**src/rtl/fd_meas_pkg.sv**
```systemverilog
// Shared types for the frequency-divider measurement monitor.
package fd_meas_pkg;

    typedef enum logic [1:0] {
        FD_IDLE = 2'd0,
        FD_ARM  = 2'd1,
        FD_MEAS = 2'd2
    } fd_state_e;

    localparam int FD_SYNC_MAX = 3;

    // A fresh measurement is "stable" when both figures repeat the last report.
    function automatic logic fd_same(input logic per_eq, input logic high_eq);
        return per_eq & high_eq;
    endfunction

endpackage

```
**src/rtl/fd_meas_sync_edge.sv**
```systemverilog
// Optional synchronizer chain on the measured input followed by a rising-edge detector.
module fd_sync_edge
    import fd_meas_pkg::*;
#(
    parameter int SYNC_STAGES = 2
) (
    input  logic clk,
    input  logic nrst,
    input  logic d,
    output logic q,
    output logic rise
);

    logic s_s;
    logic s_dly_q;

    generate
        if (SYNC_STAGES == 0) begin : g_bypass
            assign s_s = d;
        end else begin : g_sync
            logic [SYNC_STAGES-1:0] sync_q;

            // Shift chain; the last stage is the synchronized sample.
            always_ff @(posedge clk or negedge nrst) begin
                if (!nrst) begin
                    sync_q <= {SYNC_STAGES{1'b0}};
                end else begin
                    sync_q[0] <= d;
                    for (int i = 1; i < SYNC_STAGES; i++) begin
                        sync_q[i] <= sync_q[i-1];
                    end
                end
            end

            assign s_s = sync_q[SYNC_STAGES-1];
        end
    endgenerate

    // One-cycle history of the synchronized sample for edge detection.
    always_ff @(posedge clk or negedge nrst) begin
        if (!nrst) begin
            s_dly_q <= 1'b0;
        end else begin
            s_dly_q <= s_s;
        end
    end

    assign q    = s_s;
    assign rise = s_s & ~s_dly_q;

endmodule

```
**src/rtl/fd_meas.sv**
```systemverilog
// Period / high-time monitor for a slow periodic input sampled on clk,
// with lock and sticky timeout status.
module fd_meas
    import fd_meas_pkg::*;
#(
    parameter int CNT_W       = 8,
    parameter int SYNC_STAGES = 2
) (
    input  logic             clk,
    input  logic             nrst,
    input  logic             en,
    input  logic             sig_in,
    output logic [CNT_W-1:0] period,
    output logic [CNT_W-1:0] high_time,
    output logic             meas_valid,
    output logic             locked,
    output logic             timeout
);

    localparam logic [CNT_W-1:0] CNT_ZERO = {CNT_W{1'b0}};
    localparam logic [CNT_W-1:0] CNT_ONE  = {{(CNT_W-1){1'b0}}, 1'b1};
    localparam logic [CNT_W-1:0] CNT_MAX  = {CNT_W{1'b1}};

    logic s_s;
    logic rise_s;

    fd_state_e        state_q,   state_d;
    logic [CNT_W-1:0] cnt_q,     cnt_d;
    logic [CNT_W-1:0] hcnt_q,    hcnt_d;
    logic [CNT_W-1:0] period_q,  period_d;
    logic [CNT_W-1:0] high_q,    high_d;
    logic             valid_q,   valid_d;
    logic             locked_q,  locked_d;
    logic             timeout_q, timeout_d;

    fd_sync_edge #(
        .SYNC_STAGES (SYNC_STAGES)
    ) u_sync_edge (
        .clk  (clk),
        .nrst (nrst),
        .d    (sig_in),
        .q    (s_s),
        .rise (rise_s)
    );

    // State, counters and output registers.
    always_ff @(posedge clk or negedge nrst) begin
        if (!nrst) begin
            state_q   <= FD_IDLE;
            cnt_q     <= CNT_ZERO;
            hcnt_q    <= CNT_ZERO;
            period_q  <= CNT_ZERO;
            high_q    <= CNT_ZERO;
            valid_q   <= 1'b0;
            locked_q  <= 1'b0;
            timeout_q <= 1'b0;
        end else begin
            state_q   <= state_d;
            cnt_q     <= cnt_d;
            hcnt_q    <= hcnt_d;
            period_q  <= period_d;
            high_q    <= high_d;
            valid_q   <= valid_d;
            locked_q  <= locked_d;
            timeout_q <= timeout_d;
        end
    end

    // Next-state logic: en low wins over everything, a rise wins over timeout.
    always_comb begin
        state_d   = state_q;
        cnt_d     = cnt_q;
        hcnt_d    = hcnt_q;
        period_d  = period_q;
        high_d    = high_q;
        valid_d   = 1'b0;
        locked_d  = locked_q;
        timeout_d = timeout_q;

        if (!en) begin
            state_d   = FD_IDLE;
            cnt_d     = CNT_ZERO;
            hcnt_d    = CNT_ZERO;
            locked_d  = 1'b0;
            timeout_d = 1'b0;
        end else begin
            case (state_q)
                FD_IDLE: begin
                    state_d = FD_ARM;
                end
                FD_ARM: begin
                    // The first edge only opens the measurement window.
                    if (rise_s) begin
                        cnt_d   = CNT_ONE;
                        hcnt_d  = CNT_ONE;
                        state_d = FD_MEAS;
                    end else begin
                        state_d = FD_ARM;
                    end
                end
                FD_MEAS: begin
                    if (rise_s) begin
                        period_d  = cnt_q;
                        high_d    = hcnt_q;
                        valid_d   = 1'b1;
                        locked_d  = fd_same(cnt_q == period_q, hcnt_q == high_q);
                        timeout_d = 1'b0;
                        cnt_d     = CNT_ONE;
                        hcnt_d    = CNT_ONE;
                    end else if (cnt_q == CNT_MAX) begin
                        // Saturated without an edge: give up and re-arm.
                        timeout_d = 1'b1;
                        locked_d  = 1'b0;
                        cnt_d     = CNT_ZERO;
                        hcnt_d    = CNT_ZERO;
                        state_d   = FD_ARM;
                    end else begin
                        cnt_d  = cnt_q + CNT_ONE;
                        hcnt_d = hcnt_q + {{(CNT_W-1){1'b0}}, s_s};
                    end
                end
                default: begin
                    state_d = FD_IDLE;
                end
            endcase
        end
    end

    assign period     = period_q;
    assign high_time  = high_q;
    assign meas_valid = valid_q;
    assign locked     = locked_q;
    assign timeout    = timeout_q;

endmodule

```
**config.mk**
```make
export PLATFORM = sky130hd
export DESIGN_NAME = fd_meas
export DESIGN_NICKNAME = d
export VERILOG_FILES = /design/src/rtl/fd_meas_pkg.sv /design/src/rtl/fd_meas_sync_edge.sv /design/src/rtl/fd_meas.sv
export SDC_FILE = /design/constraint.sdc
export NUM_CORES = 1
export LEC_CHECK = 0
export CAP_MARGIN = 20
export CORE_ASPECT_RATIO = 0.6
export CORE_MARGIN = 2
export CORE_UTILIZATION = 55
export CTS_CLUSTER_SIZE = 16
export DETAILED_ROUTE_END_ITERATION = 8
export PLACE_DENSITY = 0.89
export SLEW_MARGIN = 10
export SYNTH_ARGS = -nofsm -noshare
export SYNTH_HDL_FRONTEND = slang
export SYNTH_SLANG_ARGS = --single-unit
```
**constraint.sdc**
```tcl
create_clock -name clk -period 2.3 [get_ports clk]
set_clock_uncertainty 0.15 [all_clocks]
set_input_delay 0.575 -clock clk [delete_from_list [all_inputs] [get_ports clk]]
set_output_delay 0.575 -clock clk [all_outputs]
set_load 0.02 [all_outputs]
```
==> results.md, run 1 <==
- Status: completed
- Post-synth top area share: 50.3%
- Synth Net Count: 187
- Grt total ovfl: 0
- Overall Power: 0.00131 W
- Hold Vio Cnt, Final: 0
- Synth Instances: 180
- Switching share of power: 23.5%
- Root Driver: clkbuf_8
- Antenna violations before repair: 0
- Ratio of cells with drive above 1 in the final layout: 15.6%
- CP Capture Type: output pin
- First-pass GRT wire length: 7340 um
- Pins Over Slew Limit: 0
- Wire per inst: 16.8 um
- Largest delay share family, worst path: buffers and inverters
- Met2 Wirelength: 1990 um
- ANT cells: 0
- Clk_lat worst skew: 0.30 ns
- CTS buffer count: 5
- First-pass DRT Iterations: 4
- Total Routing Usage GR: 24.6%
- Tmin final: 2.05 ns
- # IOs: 23
- DPL Wire Length: 3130 um
- Crit path kind: reg -> out
- Post-synth top area cell: dfrtp_1
- Asr flop ratio synth: 100%
- Core area: 3360 sq um
- Reg power frac: 55.7%
- #FFs+latches synth: 40
- CTS-repair resized insts: 0
- Clock power share: 36.5%
- Initial core utilization: 59.2%
- Fin nets: 218
- Row Count: 16
- Gpl congestion: 0.877
- Final WL: 4330 um
- CTS Buffer Depth: 2
- Worst relative slew slack: 62.0%
- Crit path DAT: 1.33 ns
- Vias in the first global route: 1510
- CTS tree: yes
- WL met3: 310 um
- Worst vdd ir: 371 uV
- Final period utilization: 89.2%
- Worst path required time: 1.57 ns
- DR vias/cell: 5.93
- CP max stage delay: 0.62 ns
- Mapped Area: 1990 sq um
- Die span in x: 81.6 um
- Vias post-DR: 1525
- Comb pwr share: 7.8%
- Final WS setup: 0.249 ns
- Die area: 4130 sq um
- Crit-path slowest cell: clkdlybuf4s50_1
- Syn Area/Cell: 11.1 sq um
- Total negative setup slack: 0 ns
- Die span in y: 50.6 um
- Fillers: 244
- EDFF count, synth: 0
- Most frequent cell after synthesis: dfrtp_1
- Pin count of the biggest net entering global routing: 41
- Top post-synthesis cells by area: dfrtp_1 50%, xnor2_1 8.8%, mux2_2 7.9%
- Type of the worst min-delay path: in -> async
- Critical path fanouts, max: 3
- Worst Tran Pin Value: 0.570 ns
- Port-buffer cells: 22
- Sequential share of the synthesized area: 50.3%
- Synth top cells by count: 40 x dfrtp_1, 20 x xnor2_1, 14 x mux2_2
- Clock transition at path regs: 0.07 ns
- Met1 WL: 1930 um
- Buf+Inv Stages, Crit Path: 1
- 1st-iter DRT viols: 227
- RSZ-0062 raised after global routing: false
- Post-CTS Setup Inserts: 0
- Static leakage power: 1.02 nW
- Main synth FF type: dfrtp_1
- # Max-Cap Violations: 0
- Internal power: 0.00100 W
- Pwr dens: 545 nW/um^2
- Final Non-Filler Cells: 257
- Dpl ws: 0.0800 ns
- Hold_buf cts: 0
- Final setup fails: 0
- Area growth syn-to-layout: 20.8%
- Drc violations: 0
- Cells after DPL: 249
- Startpoint Class: flop
- CTS Sinks: 40
- Yosys Warn Count: 0
- Final antenna-violating net count: 0
- Count of different cell masters after synthesis: 42
- Peak Freq: 488 MHz
- CP Cell Sequence: clkdlybuf4s50_1
- H-tree lvl count: 2
- Psw: 0.000308 W
- Max layer used: met4
[placed cells by master (no fill, tap or decap), drive strengths merged]
master and instances:
nand3 9, and3 2, clkbuf 8, o211a 1, nor4 1, a22o 2, xnor2 20, nand4 3
ha 3, o2bb2ai 1, mux2 16, or3 1, inv 3, a32o 1, a31o 1, nor2 10
o31ai 2, buf 9, clkdlybuf4s50 21, nand2b 5, and2 1, nor2b 2, a21oi 7, o22ai 1
dfrtp 40, o21a 1, nand2 12, nor3 6, a211oi 2, a31oi 4, o21ai 8, nand4bb 1
and4 1, mux2i 1, a311oi 1, nand3b 1, xor2 3, o211ai 1
[sequential cells by signal, summed over array words and instances, names as in the netlist]
signal / flops
cnt_q: 8
hcnt_q: 8
high_time: 8
locked: 1
meas_valid: 1
period: 8
state_q: 2
timeout: 1
u_sync_edge.g_sync.sync_q: 2
u_sync_edge.s_dly_q: 1
[power groups by stage]
stage                      logic, W  clock network (W)  registers, W
final                      0.000102           0.000479      0.000730
after global routing       0.000114           0.000522      0.000731
after detailed placement   0.000102                  0      0.000743
after floorplan           0.0000513                  0      0.000745
after global placement    0.0000985                  0      0.000742
after CTS                  0.000103           0.000487      0.000730
[final timing paths]
path	startpoint	endpoint	slack, ns	cells after the start
worst max register to register	cnt_q[0]	cnt_q[2]	0.31	6
worst max-delay path	period[5]	period[5]	0.25	1
min in group clk	u_sync_edge.g_sync.sync_q[0]	u_sync_edge.g_sync.sync_q[1]	0.20	0
max in group asynchronous	nrst	hcnt_q[6]	1.72	2
worst min register to register	u_sync_edge.g_sync.sync_q[0]	u_sync_edge.g_sync.sync_q[1]	0.20	0
worst min-delay path	nrst	u_sync_edge.s_dly_q	0.08	2
[area by class of cell]
cell class | count | area [sq um] | share of cell area (%)
Sequential cell | 40 | 1000 | 41.6
Multi-Input combinational cell | 131 | 945 | 39.3
Timing Repair Buffer | 30 | 300 | 12.5
Clock buffer | 8 | 90.1 | 3.75
Tap cell | 45 | 56.3 | 2.34
Inverter | 3 | 11.3 | 0.469
[per-stage QoR]
step	area [sq um]	hold slack [ns]	util [%]
2_1_floorplan	1990	0.129	-
3_3_place_gp	2310	0.182	68.8
3_5_place_dp	2310	0.189	68.8
4_1_cts	2400	0.0973	71.5
5_1_grt	2400	0.0960	71.5
6_report	2400	0.0826	71.5
[layer usage]
layer,vias up,track usage [%]
met5,-,0
met3,10,7.01
met1,756,33.1
li1,704,-
met2,55,37.8
met4,0,9.17
[cells by family after synthesis]
family,Yosys count,synth area share [%]
and+or+nand+nor,55,15.1
DFF,40,50.3
AOI/OAI and AO/OA,33,10.8
xor gates and xnor gates,23,10.1
muxes,17,9.56
buffers and inverters,9,2.20
adders and majority gates,3,1.89
No activity file was read; power rests on OpenSTA's default activity.
==> run 2, diff against run 1 <==
--- a/config.mk
+++ b/config.mk
@@ -11,7 +11,8 @@
 export CORE_UTILIZATION = 55
 export CTS_CLUSTER_SIZE = 16
 export DETAILED_ROUTE_END_ITERATION = 8
-export PLACE_DENSITY = 0.89
+export PLACE_DENSITY_LB_ADDON = 0.15
+export RECOVER_POWER = 100
 export SLEW_MARGIN = 10
 export SYNTH_ARGS = -nofsm -noshare
 export SYNTH_HDL_FRONTEND = slang
==> run 2 against run 1 <==
Register-to-register slack lost 0.15 ns; non-clock buffer count is the same; routed wire length grew 6.0%; critical endpoint is now high_time[4].
==> results.md, run 2 (synthesized netlist as in run 1, its figures left out) <==
- Final antenna-violating net count: 0 (unchanged)
- Hold path start: u_sync_edge.g_sync.sync_q[0]
- CTS Buffer Depth: 2 (unchanged)
- Comb pwr share: 7.1% (-0.7 points)
- CP max stage delay: 0.59 ns (-0.03 ns)
- DR vias/cell: 5.99 (+0.98%)
- Largest delay share family, worst path: buffers and inverters
- Clk_lat worst skew: 0.29 ns (about the same)
- Pins Over Slew Limit: 0 (unchanged)
- Vias in the first global route: 1552 (+2.8%)
- Reg2Reg Setup Slack: 0.16 ns (-0.15 ns)
- Core Util, Final: 71.2% (-0.22 points)
- Die span in x: 81.6 um (unchanged)
- Port-buffer cells: 22 (unchanged)
- Buf+Inv Stages, Crit Path: 3 (+2)
- Most frequent cells in the layout: 40 x dfrtp_1, 21 x dlygate4sd3_1, 20 x xnor2_1
- Type of the worst min-delay path: reg -> reg
- Cells after DPL: 249 (unchanged)
- Most common cell after layout, fill and taps aside: dfrtp_1
- Final period utilization: 93.5% (+4.3 points)
- Critical path fanouts, max: 17 (+14)
- First-pass GRT wire length: 7750 um (+5.5%)
- Vias post-DR: 1540 (+0.98%)
- Status: completed
- Switching share of power: 22.3% (-1.3 points)
- # IOs: 23 (unchanged)
- Gpl congestion: 0.848 (-3.4%)
- Post-CTS Setup Inserts: 0 (unchanged)
- Ratio of cells with drive above 1 in the final layout: 14.6% (-0.94 points)
- CTS-repair resized insts: 0 (unchanged)
- Worst Tran Pin Value: 0.968 ns (+0.398 ns)
- Pin count of the biggest net entering global routing: 41 (unchanged)
- Internal power: 0.00111 W (+11%)
- Final WL: 4590 um (+6.0%)
- Crit path DAT: 2.18 ns (+0.85 ns)
- Total Routing Usage GR: 25.8% (+1.2 points)
- Root Driver: clkbuf_8
- Drc violations: 0 (unchanged)
- Static leakage power: 1.09 nW (+6.0%)
- Core area: 3360 sq um (unchanged)
- Antenna violations before repair: 0 (unchanged)
- Final setup fails: 0 (unchanged)
- Die area: 4130 sq um (unchanged)
- Crit path launch: en
- H-tree lvl count: 2 (unchanged)
- Hold_buf cts: 0 (unchanged)
- First-pass DRT Iterations: 4 (unchanged)
- Psw: 0.000317 W (+2.9%)
- Final Non-Filler Cells: 257 (unchanged)
- Hold Vio Cnt, Final: 0 (unchanged)
- Initial core utilization: 59.2% (unchanged)
- Total negative setup slack: 0 ns (unchanged)
- Pwr dens: 595 nW/um^2 (+9.1%)
- Peak Freq: 465 MHz (-4.6%)
- Wire per inst: 17.8 um (+6.0%)
- Tmin final: 2.15 ns (+0.0999 ns)
- Die span in y: 50.6 um (unchanged)
- Worst relative slew slack: 35.5% (-27 points)
- Reg2reg start: cnt_q[1]
- Worst path required time: 2.33 ns (+0.76 ns)
- CTS tree: yes
- Startpoint Class: primary input
- Worst vdd ir: 305 uV (-18%)
- RSZ-0062 raised after global routing: false
- CTS Sinks: 40 (unchanged)
- Row Count: 16 (unchanged)
- DPL Wire Length: 3170 um (+1.3%)
- 1st-iter DRT viols: 118 (-48%)
- # Max-Cap Violations: 0 (unchanged)
- Clock power share: 41.8% (+5.3 points)
- Crit-path slowest cell: dlygate4sd3_1
- ANT cells: 0 (unchanged)
- Clock transition at path regs: 0.08 ns (about the same)
- CP Capture Type: flop
- Crit path kind: in -> reg
- CTS buffer count: 5 (unchanged)
- Area growth syn-to-layout: 20.4%
- Grt total ovfl: 0 (unchanged)
- CP Cell Sequence: dlygate4sd3_1 -> inv_1 -> nor3_1 -> buf_12 -> mux2_2
- Fin nets: 218 (unchanged)
- Reg power frac: 51.0% (-4.7 points)
run 2: cell count changes in the layout (fill, tap and decap cells not counted), sizes merged:
cell           change
clkbuf             +1
bufinv             +1
buf                -3
clkinv             +1
clkdlybuf4s50     -21
dlygate4sd3       +21
run 2: final timing paths:
| kind | endpoint | cells after the start |
|---|---|---|
| worst min-delay path | u_sync_edge.g_sync.sync_q[1] | 0 |
| worst min register to register | u_sync_edge.g_sync.sync_q[1] | 0 |
| min in group asynchronous | period[1] | 2 |
| worst max register to register | cnt_q[3] | 5 |
| max in group asynchronous | hcnt_q[1] | 2 |
| worst max-delay path | high_time[4] | 5 |
run 2: worst register-to-register path, cell delays in order, from the launching register on:
cell      delay, ns
dfrtp_1        0.43
ha_1           0.24
and3_1         0.31
a21oi_1        0.16
o211ai_1       0.57
a21oi_1        0.13
run 2: area by class of cell:
type                    instances  area (sq um)
fillers                       230           967
inverters                       3          11.3
multi-input cells             131           928
clock inverters                 2          38.8
clock buffers                   6          82.6
well taps                      45          56.3
flip-flops and latches         40          1000
repair buffers                 30           278
run 2: metal layers:
metal  GRT usage (%)  up-vias  wire length (um)
li1                -      704                 -
met1            35.9      757              2010
met2            38.1       66              2110
met3            6.47       13               367
met4            11.4        0               100
met5               0        -                 0
run 2: power by group through the flow:
stage / Combinational, W / Clock [W] / Sequential (W)
after detailed placement: 0.000105 / 0 / 0.000741
after CTS: 0.000106 / 0.000613 / 0.000727
final: 0.000102 / 0.000596 / 0.000727
after floorplan: 0.0000513 / 0 / 0.000745
after global placement: 0.000101 / 0 / 0.000740
after global routing: 0.000112 / 0.000653 / 0.000730
run 2: stage by stage:
| stage | area (sq um) | total power [W] | setup slack (ns) | hold slack [ns] |
|---|---|---|---|---|
| global placement | 2300 | 0.000840 | 0.113 | 0.186 |
| detailed placement | 2300 | 0.000846 | 0.0601 | 0.192 |
| global route | 2400 | 0.00149 | 0.0159 | 0.224 |
| CTS | 2420 | 0.00145 | 0.225 | 0.185 |
| finish | 2400 | 0.00143 | 0.149 | 0.206 |
| floorplan | 1990 | 0.000796 | 0.435 | 0.129 |
